===== src/rtl/pmu_pkg.sv =====
// Definitions shared between the PMU FSM and the memory/scan-chain scheduler:
// default datapath widths, the scheduler state encoding and the words-per-block rule.
package pmu_pkg;

  localparam int PMU_MEM_DATA_WIDTH = 32;
  localparam int PMU_MEM_ADDR_WIDTH = 8;
  localparam int PMU_AES_DATA_WIDTH = 128;
  localparam int PMU_AES_LATENCY    = 10;
  localparam int PMU_MEM_START_ADDR = 1;
  localparam int PMU_LEN_WIDTH      = 32;

  localparam logic [2:0] IDLE    = 3'd0;
  localparam logic [2:0] FETCH   = 3'd1;
  localparam logic [2:0] CAPTURE = 3'd2;
  localparam logic [2:0] KICK    = 3'd3;
  localparam logic [2:0] WAIT    = 3'd4;
  localparam logic [2:0] LOAD    = 3'd5;
  localparam logic [2:0] SHIFT   = 3'd6;
  localparam logic [2:0] DONE    = 3'd7;

  function automatic int sipo_count(input int aes_width, input int mem_width);
    return aes_width / mem_width;
  endfunction

endpackage


===== src/rtl/mem_block_fetcher.sv =====
// Issues the NVM reads for one cipher block and assembles the returned words,
// word 0 in the MSBs. Read data arrives one cycle after its strobe.
module mem_block_fetcher
  import pmu_pkg::*;
#(
  parameter int MEM_DATA_WIDTH = PMU_MEM_DATA_WIDTH,
  parameter int MEM_ADDR_WIDTH = PMU_MEM_ADDR_WIDTH,
  parameter int AES_DATA_WIDTH = PMU_AES_DATA_WIDTH,
  parameter int MEM_START_ADDR = PMU_MEM_START_ADDR,
  parameter int LEN_WIDTH      = PMU_LEN_WIDTH
) (
  input  logic                      clk,
  input  logic                      rst,
  input  logic                      fetch_i,
  input  logic [LEN_WIDTH-1:0]      blk_i,
  input  logic [MEM_DATA_WIDTH-1:0] mem_data_i,
  output logic                      mem_rd_o,
  output logic [MEM_ADDR_WIDTH-1:0] mem_addr_o,
  output logic [AES_DATA_WIDTH-1:0] block_o,
  output logic                      fetch_done_o
);

  localparam int SIPO = sipo_count(AES_DATA_WIDTH, MEM_DATA_WIDTH);
  localparam int KW   = (SIPO > 1) ? $clog2(SIPO) : 1;

  logic [KW-1:0]             k;
  logic [KW-1:0]             k_q;
  logic                      rd_q;
  logic [MEM_ADDR_WIDTH-1:0] addr_cur;
  logic [MEM_ADDR_WIDTH-1:0] addr_q;
  logic [AES_DATA_WIDTH-1:0] block_q;

  // The range check at start keeps this sum below 2^MEM_ADDR_WIDTH, so truncation is safe.
  assign addr_cur = MEM_ADDR_WIDTH'(MEM_START_ADDR)
                  + MEM_ADDR_WIDTH'(SIPO) * MEM_ADDR_WIDTH'(blk_i)
                  + MEM_ADDR_WIDTH'(k);

  assign fetch_done_o = fetch_i && (k == KW'(SIPO - 1));
  assign mem_rd_o     = fetch_i;
  assign mem_addr_o   = fetch_i ? addr_cur : addr_q;
  assign block_o      = block_q;

  always_ff @(posedge clk or negedge rst) begin
    if (!rst) begin
      k       <= '0;
      k_q     <= '0;
      rd_q    <= 1'b0;
      addr_q  <= '0;
      block_q <= '0;
    end else begin
      k    <= (fetch_i && !fetch_done_o) ? k + KW'(1) : '0;
      k_q  <= k;
      rd_q <= fetch_i;
      if (fetch_i) begin
        addr_q <= addr_cur;
      end
      // rd_q/k_q remember which slot the word on mem_data_i this cycle belongs to.
      for (int i = 0; i < SIPO; i++) begin
        if (rd_q && (k_q == KW'(i))) begin
          block_q[AES_DATA_WIDTH-1-MEM_DATA_WIDTH*i -: MEM_DATA_WIDTH] <= mem_data_i;
        end
      end
    end
  end

endmodule


===== src/rtl/mem_sc_scheduler.sv =====
// Sequencer for NVM -> inverse AES -> PISO -> scan chain, one 128-bit block at a time,
// with a start/done handshake towards the PMU FSM.
module mem_sc_scheduler
  import pmu_pkg::*;
#(
  parameter int MEM_DATA_WIDTH = PMU_MEM_DATA_WIDTH,
  parameter int MEM_ADDR_WIDTH = PMU_MEM_ADDR_WIDTH,
  parameter int AES_DATA_WIDTH = PMU_AES_DATA_WIDTH,
  parameter int AES_LATENCY    = PMU_AES_LATENCY,
  parameter int MEM_START_ADDR = PMU_MEM_START_ADDR,
  parameter int LEN_WIDTH      = PMU_LEN_WIDTH
) (
  input  logic                      clk,
  input  logic                      rst,
  input  logic                      start,
  input  logic [LEN_WIDTH-1:0]      len_i,
  input  logic                      abort_i,
  output logic                      mem_rd_o,
  output logic [MEM_ADDR_WIDTH-1:0] mem_addr_o,
  input  logic [MEM_DATA_WIDTH-1:0] mem_data_i,
  output logic [AES_DATA_WIDTH-1:0] aes_data_o,
  output logic                      aes_valid_o,
  output logic                      piso_load_o,
  output logic                      piso_en_o,
  output logic                      sc_en_o,
  output logic                      busy_o,
  output logic                      done_o,
  output logic                      err_o
);

  localparam int SIPO    = sipo_count(AES_DATA_WIDTH, MEM_DATA_WIDTH);
  localparam int CW      = LEN_WIDTH + MEM_ADDR_WIDTH;
  localparam int CNT_MAX = (AES_DATA_WIDTH > AES_LATENCY) ? AES_DATA_WIDTH : AES_LATENCY;
  localparam int CNT_W   = $clog2(CNT_MAX + 1);

  logic [2:0]           state;
  logic [CNT_W-1:0]     cnt;
  logic [LEN_WIDTH-1:0] blk;
  logic [LEN_WIDTH-1:0] len_q;
  logic                 err_q;
  logic                 fetch_done;
  logic [CW-1:0]        words_end;
  logic                 range_bad;

  // Widened so a huge len_i can never wrap into an apparently valid range.
  assign words_end = CW'(MEM_START_ADDR) + CW'(SIPO) * CW'(len_i);
  assign range_bad = words_end > (CW'(1) << MEM_ADDR_WIDTH);

  assign busy_o      = state inside {FETCH, CAPTURE, KICK, WAIT, LOAD, SHIFT};
  assign aes_valid_o = (state == KICK);
  assign piso_load_o = (state == LOAD);
  assign piso_en_o   = (state == SHIFT);
  assign sc_en_o     = (state == SHIFT);
  assign done_o      = (state == DONE);
  assign err_o       = err_q;

  mem_block_fetcher #(
    .MEM_DATA_WIDTH (MEM_DATA_WIDTH),
    .MEM_ADDR_WIDTH (MEM_ADDR_WIDTH),
    .AES_DATA_WIDTH (AES_DATA_WIDTH),
    .MEM_START_ADDR (MEM_START_ADDR),
    .LEN_WIDTH      (LEN_WIDTH)
  ) u_fetcher (
    .clk          (clk),
    .rst          (rst),
    .fetch_i      (state == FETCH),
    .blk_i        (blk),
    .mem_data_i   (mem_data_i),
    .mem_rd_o     (mem_rd_o),
    .mem_addr_o   (mem_addr_o),
    .block_o      (aes_data_o),
    .fetch_done_o (fetch_done)
  );

  always_ff @(posedge clk or negedge rst) begin
    if (!rst) begin
      state <= IDLE;
      cnt   <= '0;
      blk   <= '0;
      len_q <= '0;
      err_q <= 1'b0;
    end else begin
      err_q <= 1'b0;
      if (abort_i && busy_o) begin
        state <= IDLE;
        cnt   <= '0;
      end else begin
        case (state)
          IDLE: begin
            if (start) begin
              if (len_i == '0) begin
                state <= DONE;
              end else if (range_bad) begin
                err_q <= 1'b1;
              end else begin
                len_q <= len_i;
                blk   <= '0;
                state <= FETCH;
              end
            end
          end
          FETCH: begin
            if (fetch_done) state <= CAPTURE;
          end
          CAPTURE: state <= KICK;
          KICK: begin
            cnt   <= '0;
            state <= WAIT;
          end
          WAIT: begin
            if (cnt == CNT_W'(AES_LATENCY - 1)) begin
              cnt   <= '0;
              state <= LOAD;
            end else begin
              cnt <= cnt + CNT_W'(1);
            end
          end
          LOAD: begin
            cnt   <= '0;
            state <= SHIFT;
          end
          SHIFT: begin
            if (cnt == CNT_W'(AES_DATA_WIDTH - 1)) begin
              cnt   <= '0;
              blk   <= blk + LEN_WIDTH'(1);
              state <= ((blk + LEN_WIDTH'(1)) < len_q) ? FETCH : DONE;
            end else begin
              cnt <= cnt + CNT_W'(1);
            end
          end
          DONE:    state <= IDLE;
          default: state <= IDLE;
        endcase
      end
    end
  end

endmodule


===== config.mk =====
export PLATFORM = sky130hd
export DESIGN_NAME = mem_sc_scheduler
export DESIGN_NICKNAME = d
export VERILOG_FILES = /design/src/rtl/pmu_pkg.sv /design/src/rtl/mem_block_fetcher.sv /design/src/rtl/mem_sc_scheduler.sv
export SDC_FILE = /design/constraint.sdc
export NUM_CORES = 1
export LEC_CHECK = 0
export CORE_ASPECT_RATIO = 1.75
export CORE_UTILIZATION = 40
export CTS_CLUSTER_SIZE = 12
export DETAILED_ROUTE_END_ITERATION = 10
export PLACE_DENSITY = 0.67
export REMOVE_ABC_BUFFERS = 1
export SYNTH_ARGS = -nofsm -noshare
export SYNTH_HDL_FRONTEND = slang
export SYNTH_SLANG_ARGS = --single-unit

===== constraint.sdc =====
create_clock -name clk -period 2.8 [get_ports clk]
set_clock_uncertainty 0.05 [all_clocks]
set_input_delay 0.42 -clock clk [delete_from_list [all_inputs] [get_ports clk]]
set_output_delay 0.42 -clock clk [all_outputs]
set_load 0.01 [all_outputs]

==> results by group, run 1 <==
CTS
  • Clk_lat worst skew: between 0.5 and 0.6 ns
  • CTS Buf Count: 22
  • Clock Sink Count: 217
  • H-tree depth: 1
  • CTS max path bufs: 3
  • Clock root cell: clkbuf_16
  • Clock transition at path regs: ~0.07 ns
  • CTS tree: done

Floorplanning
  • Die span in y: 214.1 um
  • DIE AREA: about 0.026 mm2
  • Total core area: about 0.025 mm2
  • Starting Density: 0.4072
  • Standard-cell rows: 77
  • Chip width: about 120 um
  • IO Pins: roughly 210

Run
  • Max-Cap Viols: 0

Place
  • Dpl cell area: 0.01344 mm2
  • Gpl congestion: between 0.9 and 1
  • Place WS: -0.2076 ns
  • IO Port Bufs: ~210
  • Detailed Place HPWL: around 21 mm

Logic synthesis
  • Synthesized area: roughly 0.01 mm2
  • Synth cell count leaders: 217 x dfrtp_1, 128 x mux2_2, 63 x nand2_1
  • Seq/Total Area, Yosys: 0.5283
  • Synthesized area per cell: approximately 11 um2
  • Unique masters post-synth: 63
  • Largest area contributor in the netlist: dfrtp_1
  • Ys flop type: dfrtp_1
  • Synth async-reset ratio: 1.000
  • Yosys top cell area share: 0.5283
  • Synthesis Warnings: 0
  • Number of synthesized flops with an enable pin: 0
  • Synth top area cells: dfrtp_1 53%, mux2_2 14%, ha_1 4.3%, nand2_1 2.3%, nor2_1 2.2%
  • Cells after Synth: approximately 900
  • Count leader, synth: dfrtp_1
  • Seq cells post-synth: between 200 and 250

Timing
  • Hold WS: just under 0.4 ns
  • Max Clk Rate: about 350 MHz
  • Worst slew pin tran: ~0.7 ns
  • RSZ-0062 raised after global routing: true
  • Crit share post-route: 1.027
  • Final WS setup: -0.07499 ns
  • Min Tclk post-route: about 2.9 ns
  • Final setup TNS: -0.1323 ns
  • Fin. max-slew vios: 0
  • Worst rel slew slack: 0.5326
  • Final setup violation count: 2
  • Hold Violations, Final: 0

Global route
  • GRT Overall Usage: 0.2159
  • Initial antenna violation count: 0
  • Vias in the first global route: around 8600
  • First-pass GRT wire length: 44.53 mm
  • Gr ovfl total: 0
  • Largest net degree at the start of global routing: 71

Layout
  • Layout cells sized above 1: 0.2545
  • P&R area growth vs syn: 39.31%
  • Post-route cell area: between 0.01 and 0.015 mm2
  • Ant diodes: 0
  • Fill cell total of the finished layout: around 2200
  • Net count, final: 1316

Drt
  • Drt total wl: ~28 mm
  • Starting DRT DRC Count: roughly 340
  • Routed vias: 8328
  • DRT Pass-1 Iters: 4
  • Avg WL per Cell: between 15 and 20 um
  • Average vias per placed instance: 5.429
  • Drt drc: 0
  • DRT antenna net count: 0

Setup path
  • Startpoint Class: flop
  • CP Max Fanout: 3
  • Max incr delay on CP: roughly 0.40 ns
  • Arrival time worst endpoint: about 3.3 ns
  • R2R Setup Slk: -0.07 ns
  • Worst path most repeated cell: buf_4
  • Worst path required time: 3.19 ns
  • CP Cell Sequence: nand3_2 -> buf_4 -> nor4_2 -> buf_4 -> buf_4 -> buf_4 -> nand2_1 -> xnor2_1 -> ha_1 -> nand4_1 -> a211oi_2 -> o311ai_1 -> buf_4 -> a31oi_1
  • Crit Path Class: reg2reg
  • Worst path slowest cell: dfrtp_1
  • Critical Path End Type: flop

Power
  • Pwr dens: around 900 mW/mm2
  • Leakage Power: 6.446 nW
  • Maximum vdd drop: between 0.0004 and 0.0005 V

Run status
  • Outcome: finished, violations left
  • Failing checks: negative setup slack

Min path
  • Worst hold path type: reg2reg
==> through the flow <==
step                total power [mW]    util  std cells
floorplan                      6.983       -        861
global placement               9.780  0.5324       1491
detailed placement             9.922  0.5324       1491
CTS                            12.72  0.5668       1535
global route                   13.28  0.5673       1534
finish                         12.58  0.5673       1534
==> layer usage <==
layer,vias up,wire (um),GRT usage
li1,3869,-,-
met1,4082,10160,0.2253
met2,295,14770,0.3998
met3,82,1870,0.03856
met4,0,1422,0.1100
met5,-,0,0
==> sequential cells by signal (all words and copies together) (netlist names) <==
name	cells
u_fetcher.addr_q	8
blk	32
state	3
len_q	32
err_o	1
cnt	8
u_fetcher.block_o	128
u_fetcher.rd_q	1
u_fetcher.k_q	2
u_fetcher.k	2
==> where the power goes <==
group	internal (mW)	switching, mW	leakage (nW)
registers	4.24	0.594	2.52
clock network	1.61	1.14	0.315
logic	2.98	2.02	3.61
==> worst paths after layout <==
| check | cells after the start | start | end |
|---|---|---|---|
| worst max-delay path | 14 | blk[0] | state[1] |
| worst min-delay path | 0 | u_fetcher.k[1] | u_fetcher.k_q[1] |
| worst max register to register | 14 | blk[0] | state[1] |
| worst min register to register | 0 | u_fetcher.k[1] | u_fetcher.k_q[1] |
| max in group asynchronous | 3 | rst | u_fetcher.block_o[42] |
| min in group asynchronous | 2 | rst | u_fetcher.block_o[43] |
==> what timing repair did <==
item / CTS / global route
endpoints found under the setup margin: 11 / 8
hold endpoints to repair: 67 / 0
gates resized for setup: 41 / 17
pin swaps: 22 / 16
buffers inserted: 15 / 3
hold buffers: 1 / 0
==> cell usage in the layout, fill, tap and decap left out, types with 4 or more instances in the layout <==
cell             instances
a21o_1                  13
a21oi_1                 26
a22o_1                   9
a31oi_1                  8
a41oi_1                  5
and2_1                   4
and3_1                  13
and4_1                   6
buf_12                   5
buf_4                  109
clkbuf_16               23
clkdlybuf4s50_1        206
dfrtp_1                217
ha_1                    34
inv_1                   40
mux2_2                 128
nand2_1                 62
nand3_1                 32
nand3_2                  4
nand3b_1                 4
nand4_1                 15
nor2_1                  58
nor3_1                  16
nor3_2                   4
nor4_1                  10
o21ai_0                 15
o21ai_1                 16
o22ai_1                  8
o41ai_1                  6
or3_1                    4
xnor2_1                 22
xor2_1                  14
==> worst max-delay path, delay by kind of cell (launching register included) <==
kind,cells,cell delay (ns)
AND/OR/NAND/NOR,4,0.68
flip-flops,1,0.40
adder cells (fa/ha/maj),1,0.33
AO/OA/AOI/OAI,3,0.51
XOR/XNOR,1,0.14
buffers and inverters,5,0.69
==> layout make-up <==
cell class | count | area, um2 | area share
Sequential cell | 217 | 5430 | 0.3792
Multi-Input combinational cell | 604 | 4648 | 0.3246
Timing Repair Buffer | 328 | 3050 | 0.2130
Clock buffer | 28 | 614.3 | 0.04290
Tap cell | 316 | 395.4 | 0.02761
Inverter | 40 | 150.1 | 0.01049
Clock inverter | 1 | 30.03 | 0.002097
==> kinds of logic after synthesis <==
logic type                 Yosys count  synth area share
AOI/OAI and AO/OA                  140           0.09239
xor gates and xnor gates            36           0.03068
adders and majority gates           35           0.04260
buffers and inverters               87           0.03433
DFF                                217            0.5283
muxes                              129            0.1412
and+or+nand+nor                    264            0.1305
Power figures use the tool's default switching activity.
==> inputs of run 2 (changes only) <==
==> constraint.sdc (replaced) <==
create_clock -name clk -period 2.8 [get_ports clk]
set_clock_uncertainty 0.05 [all_clocks]
set_input_delay 0.56 -clock clk [delete_from_list [all_inputs] [get_ports clk]]
set_output_delay 0.56 -clock clk [all_outputs]
set_load 0.01 [all_outputs]
==> results by group, run 2 (synthesized netlist as in run 1, its figures left out) <==
CTS
  • Clock root cell: clkbuf_16 (unchanged)
  • Clk_lat worst skew: 0.53 ns (was 0.51 ns)
  • Hold_buf cts: 0 (was 1)
  • CTS max path bufs: 3 (unchanged)
  • CTS tree: done (unchanged)
  • Clock Sink Count: 217 (unchanged)
  • Clock transition at path regs: 0.06 ns (was 0.07 ns)
  • H-tree depth: 1 (unchanged)
  • CTS Buf Count: 23 (was 22)

Drt
  • Drt drc: 0 (unchanged)
  • DRT Pass-1 Iters: 4 (unchanged)
  • Starting DRT DRC Count: 301 (was 344)
  • Drt total wl: 28.70 mm (was 28.22 mm)
  • Avg WL per Cell: 18.48 um (was 18.40 um)
  • Routed vias: 8290 (was 8328)
  • Average vias per placed instance: 5.338 (was 5.429)
  • DRT antenna net count: 0 (unchanged)

Place
  • Placed cell count: 1500 (was 1491)
  • Gpl congestion: 0.9103 (was 0.9168)
  • Detailed Place HPWL: 21.09 mm (was 21.02 mm)
  • IO Port Bufs: 211 (unchanged)

Global route
  • GRT Overall Usage: 0.2192 (was 0.2159)
  • Gr ovfl total: 0 (unchanged)
  • Largest net degree at the start of global routing: 79 (was 71)
  • First-pass GRT wire length: 45.06 mm (was 44.53 mm)
  • Initial antenna violation count: 0 (unchanged)
  • Vias in the first global route: 8639 (was 8578)

Timing
  • Hold Violations, Final: 0 (unchanged)
  • RSZ-0062 raised after global routing: true (unchanged)
  • Fin. max-slew vios: 0 (unchanged)
  • Worst slew pin tran: 0.6448 ns (was 0.7011 ns)
  • Final WS setup: -0.1553 ns (was -0.07499 ns)
  • Max Clk Rate: 338.4 MHz (was 347.8 MHz)
  • Final setup violation count: 2 (unchanged)
  • Crit share post-route: 1.055 (was 1.027)
  • Min Tclk post-route: 2.955 ns (was 2.875 ns)
  • Worst rel slew slack: 0.5696 (was 0.5326)

Power
  • Sequential share of power: 0.377 (was 0.384)
  • Switch share: 0.2986 (was 0.2983)
  • Total Power: 12.73 mW (was 12.58 mW)
  • Leakage Power: 6.572 nW (was 6.446 nW)
  • Clock power frac: 0.228 (was 0.218)
  • Pwr dens: 880.6 mW/mm2 (was 878.2 mW/mm2)
  • Int Pwr: 8.932 mW (was 8.823 mW)
  • Maximum vdd drop: 0.0004310 V (was 0.0004074 V)
  • Sw Pwr: 3.802 mW (was 3.752 mW)
  • Combinational share of power: 0.395 (was 0.398)

Floorplanning
  • DIE AREA: 0.02637 mm2 (unchanged)
  • IO Pins: 212 (unchanged)
  • Standard-cell rows: 77 (unchanged)
  • Chip width: 123.2 um (unchanged)
  • Starting Density: 0.4072 (unchanged)
  • Die span in y: 214.1 um (unchanged)
  • Total core area: 0.02524 mm2 (unchanged)

Setup path
  • CP Max Fanout: 4 (was 3)
  • Arrival time worst endpoint: 3.31 ns (was 3.26 ns)
  • Critical Path End Type: flop (unchanged)
  • Startpoint Class: flop (unchanged)
  • Worst path slowest cell: dfrtp_1 (unchanged)
  • Launch point of the worst path: blk[10] (was blk[0])
  • R2r startpoint: blk[10] (was blk[0])
  • CP Cell Sequence: nand4_1 -> buf_4 -> nor3_4 -> buf_6 -> nand4_1 -> xnor2_2 -> ha_1 -> nand4_1 -> nor3_2 -> a222oi_1 -> nor4b_2 -> a21oi_1 (was nand3_2 -> buf_4 -> nor4_2 -> buf_4 -> buf_4 -> buf_4 -> nand2_1 -> xnor2_1 -> ha_1 -> nand4_1 -> a211oi_2 -> o311ai_1 -> buf_4 -> a31oi_1)
  • Worst path most repeated cell: nand4_1 (was buf_4)
  • Crit Path Class: reg2reg (unchanged)
  • Worst path required time: 3.15 ns (was 3.19 ns)
  • Max incr delay on CP: 0.39 ns (was 0.40 ns)

Min path
  • Worst hold path type: in2async (was reg2reg)

Layout
  • P&R area growth vs syn: 40.69% (was 39.31%)
  • Fin cells: 1553 (was 1534)
  • Most common cell after layout, fill and taps aside: dfrtp_1 (unchanged)
  • Net count, final: 1329 (was 1316)
  • Ant diodes: 0 (unchanged)
  • Most frequent cells in the layout: 215 x dfrtp_1, 203 x clkdlybuf4s50_1, 128 x mux2_2, 126 x buf_4, 62 x nand2_1 (was 217 x dfrtp_1, 206 x clkdlybuf4s50_1, 128 x mux2_2, 109 x buf_4, 62 x nand2_1)
  • Largest register FFs: 128 (unchanged)
  • Layout cells sized above 1: 0.2668 (was 0.2545)

Run status
  • Outcome: finished, violations left (unchanged)
  • Failing checks: negative setup slack (unchanged)

Run
  • Max-Cap Viols: 0 (unchanged)
run 2: cell count changes in the layout (fill, tap and decap cells not counted), moves of 3 or more:
cell,change
o21ai_1,-4
a21oi_1,+3
a21oi_2,-3
buf_4,+17
clkdlybuf4s50_1,-3
run 2: layout make-up:
type                       instances  area, um2
clock inverter                     4      48.80
tap                              316      395.4
clock buffer                      32      649.4
timing repair buffer             340       3112
inverter                          40      153.9
sequential                       217       5433
multi-input combinational        604       4669
fill                            2150      10780
run 2: worst paths after layout:
kind	to	slack [ns]	cells after the start
setup / recovery	state[2]	-0.16	12
hold / removal	u_fetcher.block_o[36]	0.006	1
hold reg to reg	u_fetcher.k_q[1]	0.38	0
max in group asynchronous	blk[21]	1.79	2
min in group clk	u_fetcher.k_q[1]	0.38	0
setup reg to reg	state[2]	-0.16	12
run 2: routing by layer:
| layer | GRT usage | share of wire |
|---|---|---|
| met2 | 0.4004 | 0.51 |
| met3 | 0.04202 | 0.071 |
| met5 | 0 | 0 |
| met1 | 0.2305 | 0.36 |
| met4 | 0.1153 | 0.051 |
run 2: what timing repair did:
action / 4_1_cts / 5_1_grt
hold endpoints to repair: 0 / 0
resized for setup: 38 / 23
pin swaps: 16 / 20
endpoints found under the setup margin: 13 / 12
setup buffers: 13 / 7
run 2: critical path, delay by kind of cell (launching register included):
kind / cells / cell delay (ns)
AO/OA/AOI/OAI: 2 / 0.43
XOR/XNOR: 1 / 0.19
adder cells (fa/ha/maj): 1 / 0.29
buffers and inverters: 2 / 0.37
flip-flops: 1 / 0.39
AND/OR/NAND/NOR: 6 / 1.11
run 2: stage by stage:
step / setup slack [ns] / hold slack (ns) / setup TNS (ns) / instance area (um2) / utilization
CTS: -0.1281 / 0.02617 / -0.2635 / 14350 / 0.5686
floorplan: -0.6054 / 0.2144 / -22.24 / 10080 / -
finish: -0.1553 / 0.006427 / -0.1667 / 14460 / 0.5729
global placement: -0.1629 / 0.3596 / -0.5026 / 13480 / 0.5341
detailed placement: -0.2653 / 0.3625 / -0.8945 / 13480 / 0.5341
global route: -0.2337 / 0.06354 / -0.4217 / 14460 / 0.5729
run 2: power groups by stage:
stage / Clock (mW) / Sequential [mW] / Combinational, mW
detailed placement: 0 / 4.86 / 5.04
global placement: 0 / 4.81 / 4.97
global route: 3.09 / 4.95 / 5.43
CTS: 2.99 / 4.80 / 5.09
floorplan: 0 / 5.32 / 1.66
finish: 2.90 / 4.80 / 5.03
==> inputs of run 3 (changes only) <==
--- a/config.mk
+++ b/config.mk
@@ -9,6 +9,7 @@
 export CORE_UTILIZATION = 40
 export CTS_CLUSTER_SIZE = 12
 export DETAILED_ROUTE_END_ITERATION = 10
+export HOLD_SLACK_MARGIN = 0.08
 export PLACE_DENSITY = 0.67
 export REMOVE_ABC_BUFFERS = 1
 export SYNTH_ARGS = -nofsm -noshare
==> results by group, run 3 (synthesized netlist as in run 1, its figures left out) <==
Power
  • Switch share: 0.2985 (was 0.2986)
  • Leakage Power: 6.576 nW (was 6.572 nW)
  • Int Pwr: 8.934 mW (was 8.932 mW)
  • Sequential share of power: 0.377 (about the same)
  • Maximum vdd drop: 0.0004253 V (was 0.0004310 V)
  • Sw Pwr: 3.801 mW (was 3.802 mW)
  • Clock power frac: 0.228 (about the same)
  • Combinational share of power: 0.396 (was 0.395)
  • Pwr dens: 880.0 mW/mm2 (was 880.6 mW/mm2)

Setup path
  • CP Cell Sequence: nand4_1 -> buf_4 -> nor3_4 -> buf_6 -> nand4_1 -> xnor2_2 -> ha_1 -> nand4_1 -> nor3_2 -> a222oi_1 -> nor4b_2 -> a21oi_1 (unchanged)
  • Worst path bufs/invs: 2 (unchanged)
  • Crit-path leading delay family: simple AND/OR/NAND/NOR gates (unchanged)
  • Launch point of the worst path: blk[10] (unchanged)
  • Max incr delay on CP: 0.39 ns (about the same)
  • Arrival time worst endpoint: 3.30 ns (was 3.31 ns)
  • Worst R2R End: state[2] (unchanged)
  • Critical Path End Type: flop (unchanged)
  • Reg2Reg Depth: 12 (unchanged)
  • R2R Setup Slk: -0.15 ns (was -0.16 ns)
  • CP Max Fanout: 4 (unchanged)
  • Worst path most repeated cell: nand4_1 (unchanged)
  • Worst path slowest cell: dfrtp_1 (unchanged)
  • Startpoint Class: flop (unchanged)
  • R2r startpoint: blk[10] (unchanged)
  • Worst path required time: 3.15 ns (about the same)
  • Crit Path Class: reg2reg (unchanged)

Global route
  • GRT Overall Usage: 0.2193 (was 0.2192)
  • First-pass GRT wire length: 45.08 mm (was 45.06 mm)
  • Vias in the first global route: 8651 (was 8639)
  • Largest net degree at the start of global routing: 79 (unchanged)
  • Gr ovfl total: 0 (unchanged)
  • Initial antenna violation count: 0 (unchanged)

Layout
  • P&R area growth vs syn: 40.79% (was 40.69%)
  • Layout cells sized above 1: 0.2666 (was 0.2668)
  • Largest register FFs: 128 (unchanged)
  • Most common cell after layout, fill and taps aside: dfrtp_1 (unchanged)
  • Net count, final: 1330 (was 1329)
  • Post-route cell area: 0.01447 mm2 (was 0.01446 mm2)
  • Most frequent cells in the layout: 215 x dfrtp_1, 203 x clkdlybuf4s50_1, 128 x mux2_2, 126 x buf_4, 62 x nand2_1 (unchanged)
  • Final core occ: 0.5733 (was 0.5729)
  • Ant diodes: 0 (unchanged)

Timing
  • Final WS setup: -0.1462 ns (was -0.1553 ns)
  • Hold WS: 0.3779 ns (was 0.006427 ns)
  • Final setup violation count: 1 (was 2)
  • RSZ-0062 raised after global routing: true (unchanged)
  • Min Tclk post-route: 2.946 ns (was 2.955 ns)
  • Worst rel slew slack: 0.5701 (was 0.5696)
  • Final setup TNS: -0.1462 ns (was -0.1667 ns)
  • Fin. max-slew vios: 0 (unchanged)
  • Max Clk Rate: 339.4 MHz (was 338.4 MHz)
  • Hold Violations, Final: 0 (unchanged)
  • Crit share post-route: 1.052 (was 1.055)
  • Worst slew pin tran: 0.6449 ns (was 0.6448 ns)

Place
  • IO Port Bufs: 211 (unchanged)
  • Gpl congestion: 0.9103 (unchanged)
  • Detailed Place HPWL: 21.09 mm (unchanged)
  • Dpl cell area: 0.01348 mm2 (unchanged)
  • Place WS: -0.2653 ns (unchanged)

CTS
  • Clock transition at path regs: 0.06 ns (about the same)
  • CTS tree: done (unchanged)
  • CTS max path bufs: 3 (unchanged)
  • H-tree depth: 1 (unchanged)
  • CTS Buf Count: 23 (unchanged)
  • Clk_lat worst skew: 0.52 ns (was 0.53 ns)
  • Clock root cell: clkbuf_16 (unchanged)
  • Clock Sink Count: 217 (unchanged)

Floorplanning
  • Die span in y: 214.1 um (unchanged)
  • Chip width: 123.2 um (unchanged)
  • Standard-cell rows: 77 (unchanged)
  • Starting Density: 0.4072 (unchanged)
  • IO Pins: 212 (unchanged)
  • Total core area: 0.02524 mm2 (unchanged)
  • DIE AREA: 0.02637 mm2 (unchanged)

Min path
  • Hold Crit Start: u_fetcher.k[1]
  • Hold endpoint: u_fetcher.k_q[1]
  • Worst hold path type: reg2reg (was in2async)
  • Hold Path Stages: 0

Drt
  • Average vias per placed instance: 5.359 (was 5.338)
  • Drt drc: 0 (unchanged)
  • DRT antenna net count: 0 (unchanged)
  • Starting DRT DRC Count: 324 (was 301)
  • Avg WL per Cell: 18.45 um (was 18.48 um)
  • Routed vias: 8328 (was 8290)
  • DRT Pass-1 Iters: 4 (unchanged)
  • Drt total wl: 28.67 mm (was 28.70 mm)

Run status
  • Failing checks: negative setup slack (unchanged)
  • Outcome: finished, violations left (unchanged)

Run
  • Max-Cap Viols: 0 (unchanged)
[run 3: cell count changes in the layout (fill, tap and decap cells not counted)]
cell,previous run,this run
dlygate4sd3_1,0,1
[run 3: worst max-delay path by stage]
stage                                   endpoint  slack (ns)  depth (start not counted)
final                                   state[2]       -0.15                         12
after CTS                               state[2]       -0.13                         12
after global routing                    state[2]       -0.23                         12
after floorplan           u_fetcher.block_o[100]       -0.61                          2
after detailed placement                state[1]       -0.27                         11
after global placement                   blk[26]       -0.16                          7
[run 3: area by class of cell]
type / instances / area (um2)
Tap cell: 316 / 395.4
Sequential cell: 217 / 5433
Clock buffer: 32 / 649.4
Clock inverter: 4 / 48.80
Inverter: 40 / 153.9
Multi-Input combinational cell: 604 / 4669
Timing Repair Buffer: 341 / 3122
Fill cell: 2149 / 10770
[run 3: power by group through the flow]
stage	registers [mW]	clock network, mW	logic (mW)
final	4.80	2.90	5.04
after global placement	4.81	0	4.97
after detailed placement	4.86	0	5.04
after global routing	4.95	3.09	5.43
after CTS	4.80	2.99	5.09
after floorplan	5.32	0	1.66
[run 3: layer usage]
layer / vias up / track usage / wire length [um]
li1: 3897 / - / -
met1: 4024 / 0.2305 / 10490
met2: 321 / 0.4007 / 14720
met3: 86 / 0.04202 / 1976
met4: 0 / 0.1153 / 1480
met5: - / 0 / 0
[run 3: through the flow]
| step | std cells | total power, mW |
|---|---|---|
| CTS | 1549 | 12.89 |
| global route | 1554 | 13.46 |
| finish | 1554 | 12.74 |
| detailed placement | 1500 | 9.905 |
| floorplan | 861 | 6.983 |
| global placement | 1500 | 9.776 |
[run 3: repair_timing]
| action | 4_1_cts | 5_1_grt |
|---|---|---|
| pin swaps | 16 | 20 |
| buffers inserted | 13 | 7 |
| hold buffers | 1 | 0 |
| resized for setup | 38 | 23 |
| setup endpoints to repair | 13 | 12 |
| hold endpoints to repair | 72 | 0 |
